===== config.mk =====
export PLATFORM = sky130hd
export DESIGN_NAME = fake_netlist_bist_ctrl
export DESIGN_NICKNAME = d
export VERILOG_FILES = /design/src/rtl/fake_netlist_bist_ctrl.sv
export SDC_FILE = /design/constraint.sdc
export NUM_CORES = 1
export LEC_CHECK = 0
export CAP_MARGIN = 5
export CORE_MARGIN = 4
export CORE_UTILIZATION = 45
export CTS_BUF_LIST = sky130_fd_sc_hd__clkbuf_16
export DETAILED_ROUTE_END_ITERATION = 6
export HOLD_SLACK_MARGIN = 0.06
export MAX_ROUTING_LAYER = met4
export PLACE_DENSITY = 0.71
export SYNTH_ARGS = -nofsm -noshare
export SYNTH_HDL_FRONTEND = slang
export SYNTH_SLANG_ARGS = --single-unit
export TNS_END_PERCENT = 30

===== constraint.sdc =====
create_clock -name clk -period 3.9 [get_ports clk]
set_input_delay 0.39 -clock clk [delete_from_list [all_inputs] [get_ports clk]]
set_output_delay 0.39 -clock clk [all_outputs]
set_load 0.05 [all_outputs]

===== src/rtl/fake_netlist_bist_ctrl.sv =====
// fake_netlist_bist_ctrl
//
// Built-in self-test sequencer for a single combinational fake-netlist
// instance. A 16-bit Galois LFSR supplies pseudo-random input vectors. Each
// vector is held for SETTLE cycles so the netlist can settle. The netlist
// output is then compacted into a 16-bit MISR (CRC-CCITT polynomial) during a
// one-cycle CAPTURE. When the requested number of vectors has been captured,
// the controller parks in DONE with the signature held for comparison against
// a golden value.
//
// Ports:
//   clk          in   1      rising-edge clock
//   rst          in   1      asynchronous, active-high reset
//   start        in   1      begins a run when sampled high in IDLE or DONE
//   abort        in   1      returns to IDLE from any state; highest priority
//   num_patterns in   CNT_W  vectors to apply, latched on the accepted start
//   dut_in       out  IN_W   vector driven to the netlist (lfsr[IN_W-1:0])
//   dut_out      in   1      netlist primary output
//   busy         out  1      high while in SETTLE or CAPTURE
//   done         out  1      high while in DONE
//   signature    out  16     MISR value
//   pattern_idx  out  CNT_W  vectors captured in the current run

module fake_netlist_bist_ctrl #(
  parameter int unsigned IN_W   = 14,
  parameter int unsigned CNT_W  = 16,
  parameter int unsigned SETTLE = 2,
  parameter logic [15:0] SEED   = 16'hACE1
) (
  input  logic             clk,
  input  logic             rst,
  input  logic             start,
  input  logic             abort,
  input  logic [CNT_W-1:0] num_patterns,
  output logic [IN_W-1:0]  dut_in,
  input  logic             dut_out,
  output logic             busy,
  output logic             done,
  output logic [15:0]      signature,
  output logic [CNT_W-1:0] pattern_idx
);

  // An all-zero seed would lock the LFSR at zero forever.
  localparam logic [15:0] SEED_EFF = (SEED == 16'h0000) ? 16'h0001 : SEED;

  localparam logic [15:0] LFSR_TAPS = 16'hB400;
  localparam logic [15:0] MISR_POLY = 16'h1021;

  // The settle counter only ever needs to hold 0..SETTLE-1.
  localparam int unsigned SC_W = (SETTLE > 1) ? $clog2(SETTLE) : 1;
  localparam logic [SC_W-1:0] SETTLE_LAST = SC_W'(SETTLE - 1);

  typedef enum logic [1:0] {
    ST_IDLE,
    ST_SETTLE,
    ST_CAPTURE,
    ST_DONE
  } state_t;

  state_t           state;
  state_t           state_nxt;

  logic [15:0]      lfsr;
  logic [15:0]      misr;
  logic [CNT_W-1:0] idx;
  logic [CNT_W-1:0] count_q;
  logic [SC_W-1:0]  settle_cnt;

  // Control strobes decoded from the current state and inputs.
  logic             idle_or_done;
  logic             load_run;
  logic             load_empty;
  logic             settle_en;
  logic             capture_en;
  logic             settle_last;
  logic             capture_last;

  logic [15:0]      lfsr_nxt;
  logic [15:0]      misr_nxt;

  // --------------------------------------------------------------------------
  // Datapath next-value functions
  // --------------------------------------------------------------------------

  // Right-shifting Galois LFSR.
  always_comb begin
    lfsr_nxt = (lfsr >> 1) ^ (lfsr[0] ? LFSR_TAPS : 16'h0000);
  end

  // Left-shifting MISR with the netlist output folded into bit 0.
  always_comb begin
    misr_nxt = {misr[14:0], 1'b0}
             ^ (misr[15] ? MISR_POLY : 16'h0000)
             ^ {15'b0, dut_out};
  end

  // The comparison is done one bit wider so it stays correct when the latched
  // count is the maximum CNT_W value. The index then stops exactly at the
  // maximum instead of wrapping.
  always_comb begin
    capture_last = (({1'b0, idx} + (CNT_W + 1)'(1)) == {1'b0, count_q});
    settle_last  = (settle_cnt == SETTLE_LAST);
  end

  // --------------------------------------------------------------------------
  // Control decode
  // --------------------------------------------------------------------------

  // abort masks every strobe, so the datapath holds its values on an abort.
  always_comb begin
    idle_or_done = (state == ST_IDLE) || (state == ST_DONE);
    load_run     = !abort && idle_or_done && start && (num_patterns != '0);
    load_empty   = !abort && idle_or_done && start && (num_patterns == '0);
    settle_en    = !abort && (state == ST_SETTLE);
    capture_en   = !abort && (state == ST_CAPTURE);
  end

  // --------------------------------------------------------------------------
  // FSM: state register
  // --------------------------------------------------------------------------

  always_ff @(posedge clk or posedge rst) begin
    if (rst) begin
      state <= ST_IDLE;
    end else begin
      state <= state_nxt;
    end
  end

  // --------------------------------------------------------------------------
  // FSM: next-state logic
  // --------------------------------------------------------------------------

  always_comb begin
    state_nxt = state;
    unique case (state)
      ST_IDLE, ST_DONE: begin
        if (start) begin
          state_nxt = (num_patterns != '0) ? ST_SETTLE : ST_DONE;
        end
      end
      ST_SETTLE: begin
        if (settle_last) begin
          state_nxt = ST_CAPTURE;
        end
      end
      ST_CAPTURE: begin
        state_nxt = capture_last ? ST_DONE : ST_SETTLE;
      end
      default: begin
        state_nxt = ST_IDLE;
      end
    endcase
    if (abort) begin
      state_nxt = ST_IDLE;
    end
  end

  // --------------------------------------------------------------------------
  // FSM: outputs (decoded from the state register only)
  // --------------------------------------------------------------------------

  always_comb begin
    busy = 1'b0;
    done = 1'b0;
    unique case (state)
      ST_SETTLE, ST_CAPTURE: busy = 1'b1;
      ST_DONE:               done = 1'b1;
      default: begin
        busy = 1'b0;
        done = 1'b0;
      end
    endcase
  end

  // --------------------------------------------------------------------------
  // Datapath registers
  // --------------------------------------------------------------------------

  always_ff @(posedge clk or posedge rst) begin
    if (rst) begin
      lfsr       <= SEED_EFF;
      misr       <= '0;
      idx        <= '0;
      count_q    <= '0;
      settle_cnt <= '0;
    end else if (abort) begin
      // Keep lfsr/misr/idx for inspection. Only the settle phase is discarded.
      settle_cnt <= '0;
    end else if (load_run) begin
      lfsr       <= SEED_EFF;
      misr       <= '0;
      idx        <= '0;
      count_q    <= num_patterns;
      settle_cnt <= '0;
    end else if (load_empty) begin
      misr       <= '0;
      idx        <= '0;
    end else if (settle_en) begin
      settle_cnt <= settle_last ? '0 : settle_cnt + SC_W'(1);
    end else if (capture_en) begin
      misr       <= misr_nxt;
      lfsr       <= lfsr_nxt;
      idx        <= idx + CNT_W'(1);
    end
  end

  // --------------------------------------------------------------------------
  // Output mapping: every output comes straight from a register
  // --------------------------------------------------------------------------

  assign dut_in      = lfsr[IN_W-1:0];
  assign signature   = misr;
  assign pattern_idx = idx;

endmodule

# Word level (Yosys, flattened, before mapping)
# Index checks and enable logic that the tools add are counted.
# classes
n_reduce_logical	21
bitwise	4
eq_ne	10
n_mux	27
addsub	3
# ops
operator	count
$mux 16	13
$add 16x1->17 const B	1
$eq 17x16->1	1
$add 16x1->16 const B	1
$logic_not 16->1	1
$reduce_bool 16->1	1
$xor 15x16->16	1
$xor 16x1->16	1
$xor 16x13->16	1
$mux 13	1
$ne 3x3->1 const B	4
$mux 2	5
$mux 1	7
$logic_and 1x1->1	6
$pmux 2 s3	1
$reduce_and 2->1	3
$reduce_bool 3->1	2
$eq 2x2->1 const B	2
$ne 2x2->1 const B	2
$reduce_and 4->1	1
$reduce_or 2->1	2
$reduce_and 3->1	1
$eq 2x1->1 const B	1
$logic_not 2->1	1
5 further kinds	5
# word_totals
regBits	67
inputBits	21
out_inout_bits	48
elab_cells	71

# Longest topological paths before layout
# depth
depth_word	8
ltp_mapped	10
mapped_depth_nobuf	8

# Least setup slack after synthesis
# Ideal clock, no wire load.
# synth_timing
path_kind	reg-to-reg
start	register idx[0], in the netlist pattern_idx[0]
end	register state[1]
required_time_ps	3780
period_less_slack_ps	2079
setup_time_ps	120
n_path_buf	0
arrival_time_ps	1959
stages_incl_launch_ff	7
setup_slack_ps	1821
cell_sequence	dfrtp_1 -> ha_1 -> nand3_1 -> nor3_1 -> o22a_1 -> nor4_1 -> a41o_1
# synth_via
elab_chain_cells	5
# synth_lines
element	line	text
start: declaration	65	logic [CNT_W-1:0] idx;
start signal: assignment	204	idx <= idx + CNT_W'(1);
$add 16x1->17	101	capture_last = (({1'b0, idx} + (CNT_W + 1)'(1)) == {1'b0, count_q});
$eq 17x16->1	101	
$mux 2	148	state_nxt = capture_last ? ST_DONE : ST_SETTLE;
$pmux 2 s3	136	unique case (state)
$mux 2	154	if (abort) begin
end signal: assignment	126	state <= state_nxt;
end: declaration	60	state_t state;
# Every way passes these cells.
# A chain may end at the register's enable or synchronous reset.

# Worst setup path in the final report
# layout_timing
start	register state[0]
end	register idx[14], in the netlist pattern_idx[14]
# layout_via
elab_chain_cells	7
elab_cells_between_ends	16
classes_between	eq/ne (4); mux (2); reduce/logical (10)
# layout_lines
element	line	text
$eq 2x2->1 or $logic_not 2->1 (tied branches)	111	idle_or_done = (state == ST_IDLE) || (state == ST_DONE);
$logic_or 1x1->1	111	
$logic_and 1x1->1 (2 in series)	112, 113	
$logic_and 1x1->1 (on tied branches)	112, 113	
$ne 3x3->1 (no line) (tied with other cells)	--	
$reduce_and 3->1 (no line) or $mux 16 (tied branches)	--	
# Parallel ways exist; a longest one is shown, timed or not.

==> flow_metrics.tcl <==
set metrics [dict create \
    status "completed" \
    clk_path_buf_depth 2 \
    fp.dieH_um 96.3 \
    antenna_found_initial 0 \
    fin_worst_skew_ns 0.00991 \
    core.rowCount 31 \
    initialDrtViolationCount 235 \
    drt_wl_total_mm 8.33 \
    place_ws_ns 1.21 \
    vias 2818 \
    syn_inst 353 \
    critPathLaunchType "register" \
    fp.dieW_um 96.3 \
    yosysWarnings 0 \
    tightest_slew_ns 1.13 \
    grtUsageTotal_pct 19.8 \
    top_layer "met4" \
    grt_pass1_vias 2686 \
    period_needed_ns 2.56 \
    cts_tree "built" \
    report.final.hold_viol_count 0 \
    utilization_pct 59.9 \
    required_ns 4.09 \
    crit_family "simple AND/OR/NAND/NOR gates" \
    cts_resized 0 \
    antenna_cells 0 \
    syn2layout_area_growth_pct 26.5 \
    critPathArrivalTime_ns 2.75 \
    die_area_um2 9270 \
    p_per_area_nw_per_um2 635 \
    critPathMaxStageDelay_ns 0.89 \
    synth.area.top_cells "dfrtp_1 42%, dfstp_2 6.0%, nand2_1 5.6%" \
    tns_ns 0 \
    routed-wl-met2_mm 3.80 \
    finalNetCount 429 \
    io_pins 69 \
    clock_latency_ns 0.33 \
    rsz0062_at_grt "false" \
    clk_pin_slew_ns 0.06 \
    portBuffers 68 \
    place.gp.congestion 0.885 \
    root_buffer "clkbuf_16" \
    avgSynthCellArea_um2 9.93 \
    crit_chain "inv_1 -> ha_1 -> nand2_1 -> nand2_1 -> nor2_1 -> o21ai_0 -> o21ai_0" \
    cts.sinks 67 \
    grt_pass1_wl_mm 13.6 \
    vdd_drop_max_v 0.000281 \
    synth_top_cell_by_area "dfrtp_1" \
    wl_met3_um 342 \
    fin_area_um2 4430 \
    slew_headroom_pct 24.5 \
    hpwl_mm 5.81 \
    ys_seq_area_share_pct 48.1 \
    fin_crit_sh_pct 65.7 \
    nFillCells 609 \
    postRouteAntennaNets 0 \
    wire_per_inst_um 16.4 \
    cap_violations 0 \
    syn_area_um2 3510 \
    first_pass_iters 4 \
    worstSetupEndpointType "register" \
    setup_violations 0 \
    power_leakage_nw 1.83 \
    drv_slew 0 \
    htreeDepth 3 \
    via_per_inst 5.56 \
    numCtsBuffers 9 \
    synth_top_area_share_pct 42.1 \
    grt.overflow.total 0 \
    drive_above_1_share_pct 11.0 \
    met1_length_mm 4.03 \
    cp_max_fo 34 \
    placed_area_um2 4150 \
    crit_slowest_cell "nand2_1" \
    synth_seq_cells 67 \
    hold_buffers 0 \
    fmax_mhz 391 \
    path_class "register to register" \
    synth_nets 379 \
    netlist-cell-type-count 48 \
    grt_max_degree 41 \
    hold_class "register to register" \
    critPathBufInv 1 \
    initial_utilization_pct 47.3 \
    cts_setup_buffers 0 \
    coreArea_um2 7410 \
    fin_ws_ns 1.34 \
    drcViolationCount 0 \
]
-- flip-flops by register name, indices dropped and copies added, names as in the netlist --
signal / count
count_q: 16
pattern_idx: 16
lfsr: 16
state: 2
signature: 16
settle_cnt: 1
-- cells in the final DEF (no fill, tap or decap), drive strengths merged, types with 5 or more instances in the layout --
cell type       n
nand4           5
and4            5
a21o            7
a22o           14
nor3            6
xnor2          21
o21ai          32
nor4            6
a21oi           7
mux2           16
dfstp           8
o31ai           9
clkbuf          9
inv            10
nor2           20
dfrtp          59
clkdlybuf4s50  68
nand3           9
nand2          52
ha              5
xor2            6
-- per-stage QoR --
stage / cells / power [mW] / hold slack (ns)
after global placement: 491 / 2.02 / 0.459
after CTS: 507 / 2.83 / 0.470
after detailed placement: 491 / 2.05 / 0.460
after floorplan: 353 / 1.81 / 0.440
final: 507 / 2.82 / 0.467
after global routing: 507 / 2.98 / 0.487
-- power by group --
group          internal (mW)  switching (mW)
clock                  0.488           0.290
combinational          0.418           0.605
sequential             0.874           0.142
total                   1.78            1.04
-- layer usage --
layer / track usage [%] / up-vias
li1: - / 1344
met5: - / -
met1: 27.4 / 1377
met3: 3.28 / 14
met2: 28.8 / 83
met4: 7.94 / 0
-- kinds of logic after synthesis --
logic type	after synthesis	synth area share (%)
xor+xnor	27	6.75
flops	67	48.1
buf+inv	39	6.35
mux	19	6.00
simple gates	114	15.5
compound gates	82	15.5
fa+ha+maj	5	1.78
-- synthesized netlist by cell type (all sizes together) --
cell type and number:
a311oi 1, nor4 6, nor4b 1, nand2 52
nand4 5, mux2i 3, a21oi 7, a32oi 1
o221ai 1, nand2b 2, or2 1, o22a 1
a22o 14, a211oi 3, and4 5, nor3b 1
o21ai 32, o31ai 9, dfstp 8, clkbuf 9
a31oi 2, and3 3, xor2 6, ha 5
nand3 9, mux2 16, a211o 1, a21o 7
nor3 6, dfrtp 59, nor2 20, o211ai 1
buf 24, o2bb2ai 1, inv 6, xnor2 21
a41o 1, nor2b 1, and2 1, or3 1
-- cell type report --
| cell class | count | area [um^2] | share of cell area (%) |
|---|---|---|---|
| Inverter | 6 | 22.5 | 0.508 |
| Timing Repair Buffer | 72 | 711 | 16.0 |
| Clock buffer | 9 | 225 | 5.08 |
| Multi-Input combinational cell | 247 | 1600 | 36.1 |
| Tap cell | 99 | 124 | 2.79 |
| Clock inverter | 7 | 62.6 | 1.41 |
| Sequential cell | 67 | 1690 | 38.0 |
-- path summary, 6_finish.rpt --
path	startpoint	endpoint	slack, ns	cells after the start
worst max-delay path	state[0]	pattern_idx[14]	1.34	7
worst min-delay path	lfsr[6]	lfsr[5]	0.47	2
worst max register to register	state[0]	pattern_idx[14]	1.34	7
worst min register to register	lfsr[6]	lfsr[5]	0.47	2
max in group asynchronous	rst	count_q[10]	2.48	3
min in group asynchronous	rst	signature[0]	0.54	2
-- tightest hold or removal path, stage by stage (launching register included) --
cell,delay (ns)
dfstp_2,0.37
nand2_1,0.05
nand2_1,0.04
Note: power is estimated with default switching activity, not from simulation.
